==> config.mk <==
export PLATFORM = sky130hd
export DESIGN_NAME = async_sram_phy_timed
export DESIGN_NICKNAME = d
export VERILOG_FILES = /design/src/rtl/async_sram_phy_pkg.sv /design/src/rtl/sram_phy_timer.sv /design/src/rtl/async_sram_phy_timed.sv
export SDC_FILE = /design/constraint.sdc
export NUM_CORES = 1
export LEC_CHECK = 0
export BUFFER_PORTS_ARGS = -buffer_cell sky130_fd_sc_hd__clkbuf_2
export CORE_MARGIN = 3
export CORE_UTILIZATION = 52
export CTS_CLUSTER_DIAMETER = 40
export DETAILED_ROUTE_END_ITERATION = 8
export GPL_TIMING_DRIVEN = 0
export PLACE_DENSITY = 0.86
export SLEW_MARGIN = 20
export SYNTH_ARGS = -nofsm -noshare
export SYNTH_HDL_FRONTEND = slang
export SYNTH_SLANG_ARGS = --single-unit
==> constraint.sdc <==
create_clock -name clk -period 3.6 [get_ports clk]
set_input_delay 0.18 -clock clk [delete_from_list [all_inputs] [get_ports clk]]
set_output_delay 0.18 -clock clk [all_outputs]
set_load 0.05 [all_outputs]
==> src/rtl/async_sram_phy_pkg.sv <==
// Shared definitions for the asynchronous SRAM PHY.
// Provides the access sequencer state type and the power-on timing defaults
// that the PHY loads into its latched timing registers while in reset.
package async_sram_phy_pkg;

  typedef enum logic [2:0] {
    ST_IDLE,
    ST_SETUP,
    ST_STROBE,
    ST_HOLD,
    ST_TURN
  } phy_state_e;

  localparam int unsigned TIMING_SETUP_DEF  = 1;
  localparam int unsigned TIMING_STROBE_DEF = 1;
  localparam int unsigned TIMING_HOLD_DEF   = 0;

endpackage

==> src/rtl/sram_phy_timer.sv <==
// Loadable down-counter that times each phase of an SRAM access.
// Ports:
//   clk, rst_n  clock and asynchronous active-low reset
//   load        reload the counter with load_val this cycle
//   load_val    number of remaining cycles minus one for the phase being entered
//   done        counter has reached zero (last cycle of the current phase)
module sram_phy_timer #(
  parameter int unsigned W_TIMING = 4
) (
  input  logic                clk,
  input  logic                rst_n,
  input  logic                load,
  input  logic [W_TIMING-1:0] load_val,
  output logic                done
);

  logic [W_TIMING-1:0] cnt;

  // Saturates at zero so an idle counter never wraps.
  always_ff @(posedge clk or negedge rst_n) begin
    if (!rst_n) begin
      cnt <= '0;
    end else if (load) begin
      cnt <= load_val;
    end else if (cnt != '0) begin
      cnt <= cnt - W_TIMING'(1);
    end
  end

  assign done = (cnt == '0);

endmodule

==> src/rtl/async_sram_phy_timed.sv <==
// External asynchronous SRAM PHY with a programmable access sequencer.
// One read or write is accepted at a time; address setup, strobe width and
// hold are timed from configuration latched at accept, and reads end with a
// one-cycle bus turnaround. Every pad-facing output is a flop.
// Ports:
//   clk, rst_n                  clock, asynchronous active-low reset
//   cfg_setup/strobe/hold       timing (setup cycles, strobe width-1, hold cycles)
//   req_valid/ready/write/addr/wdata/bmask   request handshake and payload
//   rsp_valid, rsp_rdata        one-cycle read-data pulse
//   padin_sram_dq               DQ pad input
//   padoe_sram_dq, padout_sram_dq            DQ pad enables / data
//   padout_sram_a, _cs_n, _oe_n, _we_n, _byte_n  SRAM control and address pads
module async_sram_phy_timed
  import async_sram_phy_pkg::*;
#(
  parameter int unsigned N_SRAM_A  = 18,
  parameter int unsigned N_SRAM_DQ = 16,
  parameter int unsigned W_TIMING  = 4
) (
  input  logic                   clk,
  input  logic                   rst_n,
  input  logic [W_TIMING-1:0]    cfg_setup,
  input  logic [W_TIMING-1:0]    cfg_strobe,
  input  logic [W_TIMING-1:0]    cfg_hold,
  input  logic                   req_valid,
  output logic                   req_ready,
  input  logic                   req_write,
  input  logic [N_SRAM_A-1:0]    req_addr,
  input  logic [N_SRAM_DQ-1:0]   req_wdata,
  input  logic [N_SRAM_DQ/8-1:0] req_bmask,
  output logic                   rsp_valid,
  output logic [N_SRAM_DQ-1:0]   rsp_rdata,
  input  logic [N_SRAM_DQ-1:0]   padin_sram_dq,
  output logic [N_SRAM_DQ-1:0]   padoe_sram_dq,
  output logic [N_SRAM_DQ-1:0]   padout_sram_dq,
  output logic [N_SRAM_A-1:0]    padout_sram_a,
  output logic                   padout_sram_cs_n,
  output logic                   padout_sram_oe_n,
  output logic                   padout_sram_we_n,
  output logic [N_SRAM_DQ/8-1:0] padout_sram_byte_n
);

  localparam int unsigned N_LANE = N_SRAM_DQ / 8;

  phy_state_e            state_q, state_d;
  logic [W_TIMING-1:0]   strobe_cfg_q, strobe_cfg_d;
  logic [W_TIMING-1:0]   hold_cfg_q, hold_cfg_d;
  logic                  write_q, write_d;
  logic                  cs_n_d, oe_n_d, we_n_d;
  logic [N_LANE-1:0]     byte_n_d;
  logic [N_SRAM_DQ-1:0]  dq_oe_d, dq_out_d, rdata_d;
  logic [N_SRAM_A-1:0]   a_d;
  logic                  rsp_valid_d;
  logic                  finish;
  logic                  tmr_load;
  logic [W_TIMING-1:0]   tmr_val;
  logic                  tmr_done;

  sram_phy_timer #(
    .W_TIMING(W_TIMING)
  ) u_timer (
    .clk      (clk),
    .rst_n    (rst_n),
    .load     (tmr_load),
    .load_val (tmr_val),
    .done     (tmr_done)
  );

  assign req_ready = (state_q == ST_IDLE);

  // Pad outputs are registered, so the comb process computes the value each
  // pad must take in the state being entered rather than the current one.
  always_comb begin
    state_d      = state_q;
    strobe_cfg_d = strobe_cfg_q;
    hold_cfg_d   = hold_cfg_q;
    write_d      = write_q;
    cs_n_d       = padout_sram_cs_n;
    oe_n_d       = padout_sram_oe_n;
    we_n_d       = padout_sram_we_n;
    byte_n_d     = padout_sram_byte_n;
    dq_oe_d      = padoe_sram_dq;
    dq_out_d     = padout_sram_dq;
    a_d          = padout_sram_a;
    rdata_d      = rsp_rdata;
    rsp_valid_d  = 1'b0;
    finish       = 1'b0;
    tmr_load     = 1'b0;
    tmr_val      = '0;

    unique case (state_q)
      ST_IDLE: begin
        if (req_valid) begin
          strobe_cfg_d = cfg_strobe;
          hold_cfg_d   = cfg_hold;
          write_d      = req_write;
          a_d          = req_addr;
          byte_n_d     = ~req_bmask;
          cs_n_d       = 1'b0;
          if (req_write) begin
            dq_out_d = req_wdata;
            dq_oe_d  = '1;
          end
          tmr_load = 1'b1;
          if (cfg_setup != '0) begin
            state_d = ST_SETUP;
            tmr_val = cfg_setup - W_TIMING'(1);
          end else begin
            state_d = ST_STROBE;
            tmr_val = cfg_strobe;
            oe_n_d  = req_write;
            we_n_d  = !req_write;
          end
        end
      end
      ST_SETUP: begin
        if (tmr_done) begin
          state_d  = ST_STROBE;
          tmr_load = 1'b1;
          tmr_val  = strobe_cfg_q;
          oe_n_d   = write_q;
          we_n_d   = !write_q;
        end
      end
      ST_STROBE: begin
        if (tmr_done) begin
          oe_n_d = 1'b1;
          we_n_d = 1'b1;
          if (!write_q) begin
            rsp_valid_d = 1'b1;
            rdata_d     = padin_sram_dq;
          end
          if (hold_cfg_q != '0) begin
            state_d  = ST_HOLD;
            tmr_load = 1'b1;
            tmr_val  = hold_cfg_q - W_TIMING'(1);
          end else begin
            finish = 1'b1;
          end
        end
      end
      ST_HOLD: begin
        if (tmr_done) begin
          finish = 1'b1;
        end
      end
      ST_TURN: begin
        state_d = ST_IDLE;
      end
      default: begin
        state_d = ST_IDLE;
      end
    endcase

    // Shared exit from STROBE (zero hold) or HOLD: release the chip, stop
    // driving DQ, and send reads through the turnaround cycle.
    if (finish) begin
      cs_n_d   = 1'b1;
      byte_n_d = '1;
      dq_oe_d  = '0;
      state_d  = write_q ? ST_IDLE : ST_TURN;
    end
  end

  always_ff @(posedge clk or negedge rst_n) begin
    if (!rst_n) begin
      state_q            <= ST_IDLE;
      strobe_cfg_q       <= W_TIMING'(TIMING_STROBE_DEF);
      hold_cfg_q         <= W_TIMING'(TIMING_HOLD_DEF);
      write_q            <= 1'b0;
      padout_sram_cs_n   <= 1'b1;
      padout_sram_oe_n   <= 1'b1;
      padout_sram_we_n   <= 1'b1;
      padout_sram_byte_n <= '1;
      padoe_sram_dq      <= '0;
      padout_sram_dq     <= '0;
      padout_sram_a      <= '0;
      rsp_valid          <= 1'b0;
      rsp_rdata          <= '0;
    end else begin
      state_q            <= state_d;
      strobe_cfg_q       <= strobe_cfg_d;
      hold_cfg_q         <= hold_cfg_d;
      write_q            <= write_d;
      padout_sram_cs_n   <= cs_n_d;
      padout_sram_oe_n   <= oe_n_d;
      padout_sram_we_n   <= we_n_d;
      padout_sram_byte_n <= byte_n_d;
      padoe_sram_dq      <= dq_oe_d;
      padout_sram_dq     <= dq_out_d;
      padout_sram_a      <= a_d;
      rsp_valid          <= rsp_valid_d;
      rsp_rdata          <= rdata_d;
    end
  end

endmodule

==> flow_summary.toml, run 1 <==
[status]
status = "finished clean"

[grt]
grt_overflow_total = 0
grt_usage_pct = 22.55
grt_max_degree = 41
grt_pass1_vias = 2864
grt_pass1_wl_microns = 13260
antenna_found_initial = 0

[floorplan]
dieWidth_microns = 86.87
coreArea_sq_um = 6131
io_pins = 141
die_y_microns = 86.87
row_count = 28
die_area_sq_um = 7546
start_util_pct = 55.47

[sta]
rsz0062_at_grt = "false"
slew_headroom_pct = 48.67
worst_pin_slew_ps = 768.3
finalMaxSlewViolations = 0
tns_ps = 0
fin_skew_ps = 12.89
layout_min_cycle_time_ps = 2306
min_period_over_period_pct = 64.06
finalSetupViolCount = 0
finalHoldViolCount = 0
fmax_mhz = 433.6

[final_layout]
final_area_sq_um = 4472
layout-drive-gt1-share_pct = 46.03
area_growth_syn_to_layout_pct = 31.49
layout.nets = 547
layout_common_cells = "clkbuf_2, nand2_1, dfrtp_1, mux2_2, buf_4"
antenna_cells = 0
fill_cells = 439
final_common_cell = "clkbuf_2"
final-instance-count-excl-fill = 553

[setup_path]
crit_arrival_ps = 2550
start_kind = "flip-flop"
worstReg2RegEnd = "padout_sram_dq[13]"
r2r_cells = 4
r2r_start = "state_q[0]"
critPathMaxFanout = 10
crit_start = "state_q[0]"
reg2reg_slack_ps = 1290
crit_path_end_kind = "flip-flop"
criticalPathCategory = "reg -> reg"
crit_required_ps = 3840
endpoint = "padout_sram_dq[13]"

[synth]
synthArstFlopShare_pct = 100.0
synth.top_cell.area_share_pct = 49.30
syn_area_sq_um = 3401
synth.area.top_cells = "dfrtp_1, nand2_1, mux2_2, dfstp_2, mux2_4"
synth_edf_count = 0
synth_cells = 318
ys_ff_latch = 73
ys_seq_area_share_pct = 53.94
syn-num-nets = 392
avgSynthCellArea_sq_um = 10.69
yosysWarnings = 0
ys_types = 43
yosysTopAreaCell = "dfrtp_1"
synth_top_flop_cell = "dfrtp_1"

[placement]
place_congestion = 0.9199
port_buffers = 140
post-dp-hpwl_microns = 6173
dp.cells = 534
place_area_sq_um = 4218

[routing]
viasPerCell = 5.146
drc = 0
vias = 2846
route.top_layer_used = "met4"
ant_nets = 0
drt-initial-drc-count = 122
wl_met2_microns = 4156
wl_met1_microns = 3221
drt-total-wl_microns = 8216
dr.pass1.iters = 4
met3_length_microns = 636
wl_per_cell_microns = 14.86

[clocking]
hold_buffers = 3
cts_buffers = 9
clock_latency_ps = 350
cts.sinks = 73
htreeDepth = 3
cts_tree = "yes"
clk_pin_slew_worst_paths_ps = 90
root_buffer = "clkbuf_8"
post-cts-setup-buffers = 0
post_cts_resized = 0
cts.path.max_buffers = 2

[run]
maxCapViolCount = 0

[hold_path]
min_path_type = "in -> reg"
==> critical path, cell delays in order (launching register included) <==
cell and delay (ps):
dfrtp_1 450, nor4b_2 620, nand2_1 380, clkbuf_1 380, mux2_2 370
==> layout make-up <==
cell class              instances  area (sq um)  share of cell area (%)
well taps                      75         93.84                   2.098
inverters                       8         30.03                  0.6715
multi-input cells             207          1343                   30.02
repair buffers                144         753.2                   16.84
clock inverters                 7         100.1                   2.238
flip-flops and latches         73          1834                   41.02
plain buffers                  30         193.9                   4.337
clock buffers                   9         123.9                   2.770
==> flip-flops by register name, indices dropped and copies added (netlist names), 2 cells and up <==
name / count
u_timer.cnt: 4
padout_sram_dq: 16
strobe_cfg_q: 4
padout_sram_a: 18
rsp_rdata: 16
state_q: 3
padout_sram_byte_n: 2
hold_cfg_q: 4
==> per-stage QoR <==
step	hold WS [ps]	worst slack [ps]	util (%)
3_5_place_dp	193.5	1292	68.80
5_1_grt	18.86	1126	72.94
2_1_floorplan	-115.6	1486	-
4_1_cts	3.853	1299	72.94
3_3_place_gp	360.8	1334	68.43
6_report	13.64	1294	72.94
==> how the worst min path moves through the flow <==
stage                       from               endpoint  slack (ps)  cells past startpoint
floorplan                  rst_n          hold_cfg_q[0]        -120                      0
global placement    req_bmask[0]  padout_sram_byte_n[0]         360                      2
detailed placement         rst_n          rsp_rdata[14]         190                      1
CTS                  req_addr[9]       padout_sram_a[9]           4                      3
global route         cfg_hold[2]          hold_cfg_q[2]          20                      3
finish               req_addr[9]       padout_sram_a[9]          10                      3
==> synthesized netlist by cell type (2+ instances only) <==
| master | n |
|---|---|
| mux2_4 | 9 |
| buf_4 | 15 |
| or4_1 | 2 |
| or3_1 | 3 |
| ha_1 | 6 |
| nor3_1 | 6 |
| mux2_2 | 24 |
| inv_1 | 8 |
| nand2b_1 | 2 |
| nor3b_1 | 4 |
| nand3_1 | 2 |
| dfstp_2 | 6 |
| nand3b_1 | 2 |
| xnor2_1 | 2 |
| o31ai_1 | 3 |
| o21ai_0 | 7 |
| a21oi_1 | 9 |
| o21a_1 | 3 |
| o221ai_1 | 2 |
| dfrtp_1 | 67 |
| o211ai_1 | 7 |
| clkbuf_1 | 12 |
| a211oi_1 | 2 |
| nor2_1 | 10 |
| nand2_1 | 87 |
==> metal layers <==
layer | GRT usage [%] | up-vias
li1 | - | 1372
met1 | 26.38 | 1342
met2 | 38.51 | 115
met3 | 6.055 | 17
met4 | 10.34 | 0
met5 | 0 | -
==> kinds of logic (layout without fill, tap and decap cells) <==
group,count (synthesis),after routing,share of synthesized area (%)
AO/OA/AOI/OAI,35,35,6.696
XOR/XNOR,3,3,0.7728
adder cells (fa/ha/maj),6,6,2.207
buffers and inverters,38,198,6.586
flip-flops,73,73,53.94
multiplexers,34,34,12.21
AND/OR/NAND/NOR,129,129,17.59
Power of run 1 is not shown: default switching activity piles up to over one toggle a cycle in this logic, so the estimate is an artifact.
==> run 2: changes to the inputs <==
--- a/config.mk
+++ b/config.mk
@@ -7,11 +7,11 @@
 export LEC_CHECK = 0
 export BUFFER_PORTS_ARGS = -buffer_cell sky130_fd_sc_hd__clkbuf_2
 export CORE_MARGIN = 3
-export CORE_UTILIZATION = 52
+export CORE_UTILIZATION = 43
 export CTS_CLUSTER_DIAMETER = 40
 export DETAILED_ROUTE_END_ITERATION = 8
 export GPL_TIMING_DRIVEN = 0
-export PLACE_DENSITY = 0.86
+export PLACE_DENSITY = 0.76
 export SLEW_MARGIN = 20
 export SYNTH_ARGS = -nofsm -noshare
 export SYNTH_HDL_FRONTEND = slang
==> constraint.sdc (replaced) <==
create_clock -name clk -period 1.9 [get_ports clk]
set_input_delay 0.095 -clock clk [delete_from_list [all_inputs] [get_ports clk]]
set_output_delay 0.095 -clock clk [all_outputs]
set_load 0.05 [all_outputs]
==> run 2 against run 1 <==
Compared with the run above:
- the flow now finishes with violations (setup timing)
- routed wire length grew 21%
- count of clock-buffer cells in the layout grew 1
- critical path type unchanged
- register-to-register slack lost 1400 ps
- critical path depth grew 2
==> flow_summary.toml, run 2 (same netlist as run 1, synthesis figures left out) <==
[sta]
finalSetupViolCount = 17
slew_headroom_pct = 55.47
holdWs_ps = 89.70
setup_slack_ps = -84.78
layout_min_cycle_time_ps = 1985
finalMaxSlewViolations = 0
worst_pin_slew_ps = 666.6
fmax_mhz = 503.8
min_period_over_period_pct = 104.5
fin_skew_ps = 7.738
rsz0062_at_grt = "true"
finalHoldViolCount = 0

[grt]
grt_usage_pct = 22.42
grt_max_degree = 41
grt_most_used_layer = "met2"
grt_pass1_vias = 3350
antenna_found_initial = 0
grt_pass1_wl_microns = 15670
use_met3_pct = 5.896
grt_use_met1_pct = 26.28
use_met2_pct = 38.87
grt_overflow_total = 0

[placement]
place_congestion = 0.8944
port_buffers = 140
post-dp-hpwl_microns = 6380

[setup_path]
crit_arrival_ps = 2210
start_kind = "flip-flop"
crit_path_end_kind = "flip-flop"
criticalPathCategory = "reg -> reg"
critPathMaxFanout = 5
crit_required_ps = 2120

[clocking]
cts_buffers = 9
cts.sinks = 73
clk_pin_slew_worst_paths_ps = 80
root_buffer = "clkbuf_8"
htreeDepth = 3
cts.path.max_buffers = 2
clock_latency_ps = 340
cts_tree = "yes"

[final_layout]
area_growth_syn_to_layout_pct = 56.77
largest-register = "padout_sram_a"
multiInputGateArea_sq_um = 1464
fill_cells = 520
layout-drive-gt1-share_pct = 45.90
regArea_sq_um = 1834
largest_reg_flops = 18
final_common_cell = "clkbuf_2"
layout.nets = 618
largest_registers = "padout_sram_a: 18 flops, padout_sram_dq: 16 flops, rsp_rdata: 16 flops"
antenna_cells = 0
layout_common_cells = "clkbuf_2, nand2_1, dfrtp_1, dlygate4sd3_1, buf_4"

[routing]
drc = 0
vias = 3157
viasPerCell = 4.872
drt-total-wl_microns = 9929
ant_nets = 0
drt-initial-drc-count = 113
wl_per_cell_microns = 15.32
dr.pass1.iters = 4

[status]
status = "complete, but fails checks"
violations = "setup timing"

[floorplan]
die_area_sq_um = 9012
io_pins = 141
start_util_pct = 45.67
coreArea_sq_um = 7447
die_y_microns = 94.93
dieWidth_microns = 94.93
row_count = 31

[power_and_ir_drop]
total_power_mw = 10.31
powerDensity_nw_per_um2 = 1933
p_leak_nw = 2.746
vdd_drop_max_uv = 1622

[hold_path]
min_path_type = "in -> reg"

[run]
maxCapViolCount = 0
run 2: metrics by stage:
stage	setup slack [ps]	TNS (ps)	cells	instance area (sq um)	utilization (%)
detailed placement	-451.6	-9509	558	4253	57.11
global route	-101.5	-1294	648	5331	71.59
finish	-84.78	-803.7	648	5331	71.59
global placement	-392.3	-7894	557	4230	56.80
floorplan	-214.5	-2262	318	3406	-
CTS	-186.8	-2699	647	5236	70.31
run 2: what timing repair did:
item / 4_1_cts / 5_1_grt
endpoints found under the setup margin: 45 / 61
pin swaps: 3 / 3
hold buffers: 59 / 2
setup buffers: 15 / 3
resized for setup: 17 / 15
endpoints found under the hold margin: 94 / 2
gates cloned: 0 / 1
run 2: cell type report:
class / instances / area share (%)
buffer: 26 / 3.262
clock inverter: 6 / 1.713
inverter: 8 / 0.5632
clock buffer: 10 / 2.394
tap: 99 / 2.323
sequential: 73 / 34.41
multi-input combinational: 207 / 27.46
timing repair buffer: 219 / 27.88
run 2: per-layer routing:
metal	vias up	wire, microns
met5	-	0
met2	123	5194
li1	1508	-
met4	0	274
met1	1499	3834
met3	27	626
run 2: critical path, stage by stage (launching register included):
cell and delay (ps):
dfrtp_1 400, inv_2 90, ha_4 120, or3b_4 380, or3_4 400, clkbuf_16 180, mux2_4 290
run 2: worst paths after layout:
kind / start / cells after the start / slack [ps] / endpoint
hold / removal: cfg_setup[3] / 3 / 90 / u_timer.cnt[3]
max in group asynchronous: rst_n / 3 / 930 / padout_sram_byte_n[1]
setup / recovery: u_timer.cnt[0] / 6 / -80 / rsp_rdata[11]
hold reg to reg: padout_sram_cs_n / 2 / 470 / padout_sram_cs_n
min in group asynchronous: rst_n / 2 / 330 / rsp_rdata[4]
setup reg to reg: u_timer.cnt[0] / 6 / -80 / rsp_rdata[11]
run 2: report_power, final:
| group | internal (mW) | switching [mW] |
|---|---|---|
| Sequential | 2.33 | 0.545 |
| Combinational | 1.97 | 4.10 |
| Clock | 0.747 | 0.607 |
| Total | 5.05 | 5.25 |
Note: power is estimated with default switching activity, not from simulation.
==> run 3: changes to the inputs <==
--- a/config.mk
+++ b/config.mk
@@ -6,12 +6,14 @@
 export NUM_CORES = 1
 export LEC_CHECK = 0
 export BUFFER_PORTS_ARGS = -buffer_cell sky130_fd_sc_hd__clkbuf_2
+export CAP_MARGIN = 20
 export CORE_MARGIN = 3
 export CORE_UTILIZATION = 43
 export CTS_CLUSTER_DIAMETER = 40
 export DETAILED_ROUTE_END_ITERATION = 8
 export GPL_TIMING_DRIVEN = 0
-export PLACE_DENSITY = 0.76
+export PLACE_DENSITY = 0.78
+export SETUP_SLACK_MARGIN = 0.05
 export SLEW_MARGIN = 20
 export SYNTH_ARGS = -nofsm -noshare
 export SYNTH_HDL_FRONTEND = slang
==> run 3 against run 2 <==
Compared with the run above:
- count of clock-buffer cells in the layout unchanged
- critical path type unchanged
- clock skew up 3.8 ps
- routed wire length down 3.7%
- largest cell class unchanged
- cell count down 1.5%
- power down 4.3%
- the run still ends with setup timing left
- sequential cell count unchanged
- design area down 2.8%
- sequential power about the same
- utilization down 2.0 points
==> flow_summary.toml, run 3 (same netlist as run 1, synthesis figures left out) <==
[grt]
antenna_found_initial = 0
grt_max_degree = 52
grt_overflow_total = 0
grt_usage_pct = 21.40
grt_pass1_wl_microns = 15100
grt_pass1_vias = 3238

[power_and_ir_drop]
pwr-share-seq_pct = 29.2
total_power_mw = 9.859
p_sw_share_pct = 52.67
vdd_drop_max_uv = 1080
p_clk_share_pct = 11.0
switching_power_mw = 5.193
powerDensity_nw_per_um2 = 1903
p_int_mw = 4.666
p_leak_nw = 2.675
power_frac_comb_pct = 59.8

[final_layout]
final_util_pct = 69.57
layout_common_cells = "clkbuf_2, nand2_1, dfrtp_1, dlygate4sd3_1, mux2_2"
fill_cells = 542
area_growth_syn_to_layout_pct = 52.35
layout.nets = 608
largest_reg_flops = 18
antenna_cells = 0
layout-drive-gt1-share_pct = 45.27
regArea_sq_um = 1834
final_area_sq_um = 5181
final-instance-count-excl-fill = 638
multiInputGateArea_sq_um = 1435
largest_registers = "padout_sram_a: 18 flops, padout_sram_dq: 16 flops, rsp_rdata: 16 flops"
final_common_cell = "clkbuf_2"
largest-register = "padout_sram_a"

[sta]
tns_ps = -1255
fmax_mhz = 499.3
layout_min_cycle_time_ps = 2003
setup_slack_ps = -102.7
worst_pin_slew_ps = 512.5
finalSetupViolCount = 17
rsz0062_at_grt = "true"
finalHoldViolCount = 0
fin_skew_ps = 11.58
holdWs_ps = 13.71
finalMaxSlewViolations = 0
min_period_over_period_pct = 105.4
slew_headroom_pct = 65.76

[hold_path]
min_path_type = "in -> reg"

[floorplan]
die_area_sq_um = 9012
dieWidth_microns = 94.93
io_pins = 141
coreArea_sq_um = 7447
die_y_microns = 94.93
row_count = 31
start_util_pct = 45.67

[routing]
drt-total-wl_microns = 9558
wl_per_cell_microns = 14.98
dr.pass1.iters = 4
vias = 3129
ant_nets = 0
viasPerCell = 4.904
drt-initial-drc-count = 202
drc = 0

[placement]
place_area_sq_um = 4260
dp_slack_ps = -362.2
dp.cells = 558
port_buffers = 140
post-dp-hpwl_microns = 6162
place_congestion = 0.8388

[clocking]
cts_tree = "yes"
cts_buffers = 9
cts.path.max_buffers = 2
htreeDepth = 3
clk_pin_slew_worst_paths_ps = 80
cts.sinks = 73
clock_latency_ps = 340
root_buffer = "clkbuf_8"

[setup_path]
crit_path_top_delay_cell = "or3_4"
start_kind = "flip-flop"
criticalPathCategory = "reg -> reg"
crit_chain = "inv_2, ha_4, or3b_4, or3_4, buf_12, mux2_4"
critPathMaxFanout = 5
crit_required_ps = 2110
crit_arrival_ps = 2220
cpPeakStageDelay_ps = 440
crit_path_end_kind = "flip-flop"

[status]
violations = "setup timing"
status = "complete, but fails checks"

[run]
maxCapViolCount = 0
-- run 3: cell types whose count changed in the layout (fill, tap and decap cells not counted), moves of 2 or more --
| cell | previous run | this run |
|---|---|---|
| buf_16 | 0 | 2 |
| buf_4 | 29 | 22 |
| bufinv_16 | 2 | 0 |
| clkbuf_1 | 8 | 5 |
| clkbuf_2 | 141 | 145 |
| clkinv_4 | 2 | 0 |
| clkinvlp_4 | 0 | 2 |
| dlygate4sd3_1 | 61 | 58 |
-- run 3: worst max-delay path: cells and delay by family, from the launching register on --
family | cells | cell delay (ps)
simple gates | 2 | 810
buf+inv | 2 | 250
fa+ha+maj | 1 | 130
flops | 1 | 400
mux | 1 | 290
-- run 3: metal layers --
metal  routed length [microns]  global-route usage (%)  share of wire, %
met5                         0                       0                 0
met4                       176                   7.813               1.8
met3                       538                   3.506               5.6
met2                      5110                   38.70                53
met1                      3733                   25.45                39
-- run 3: worst paths after layout --
path | start | endpoint | slack [ps] | depth (start not counted)
min in group asynchronous | rst_n | padout_sram_dq[12] | 250 | 2
hold reg to reg | padout_sram_cs_n | padout_sram_cs_n | 460 | 2
setup reg to reg | u_timer.cnt[1] | rsp_rdata[8] | -100 | 6
setup / recovery | u_timer.cnt[1] | rsp_rdata[8] | -100 | 6
max in group asynchronous | rst_n | strobe_cfg_q[0] | 1040 | 3
hold / removal | req_wdata[5] | padout_sram_dq[5] | 10 | 2
-- run 3: power by group through the flow --
stage / registers [mW] / clock network (mW) / logic (mW)
6_report: 2.88 / 1.09 / 5.89
2_1_floorplan: 4.82 / 0 / 2.27
4_1_cts: 2.83 / 1.10 / 5.78
5_1_grt: 2.97 / 1.17 / 6.24
3_5_place_dp: 2.85 / 0 / 5.50
3_3_place_gp: 2.79 / 0 / 5.41
-- run 3: final cells by class --
type                    count  area share, %
inverters                   8         0.5796
flip-flops and latches     73          35.40
repair buffers            208          27.07
well taps                  99          2.391
multi-input cells         207          27.70
clock buffers              10          2.463
plain buffers              27          3.574
clock inverters             6         0.8211
-- run 3: timing repair --
action | 4_1_cts | 5_1_grt
setup endpoints to repair | 57 | 53
buffers inserted | 7 | 1
cloned | 1 | 0
gates resized for setup | 17 | 17
hold buffers | 57 | 1
pin swaps | 2 | 4
hold endpoints to repair | 78 | 1
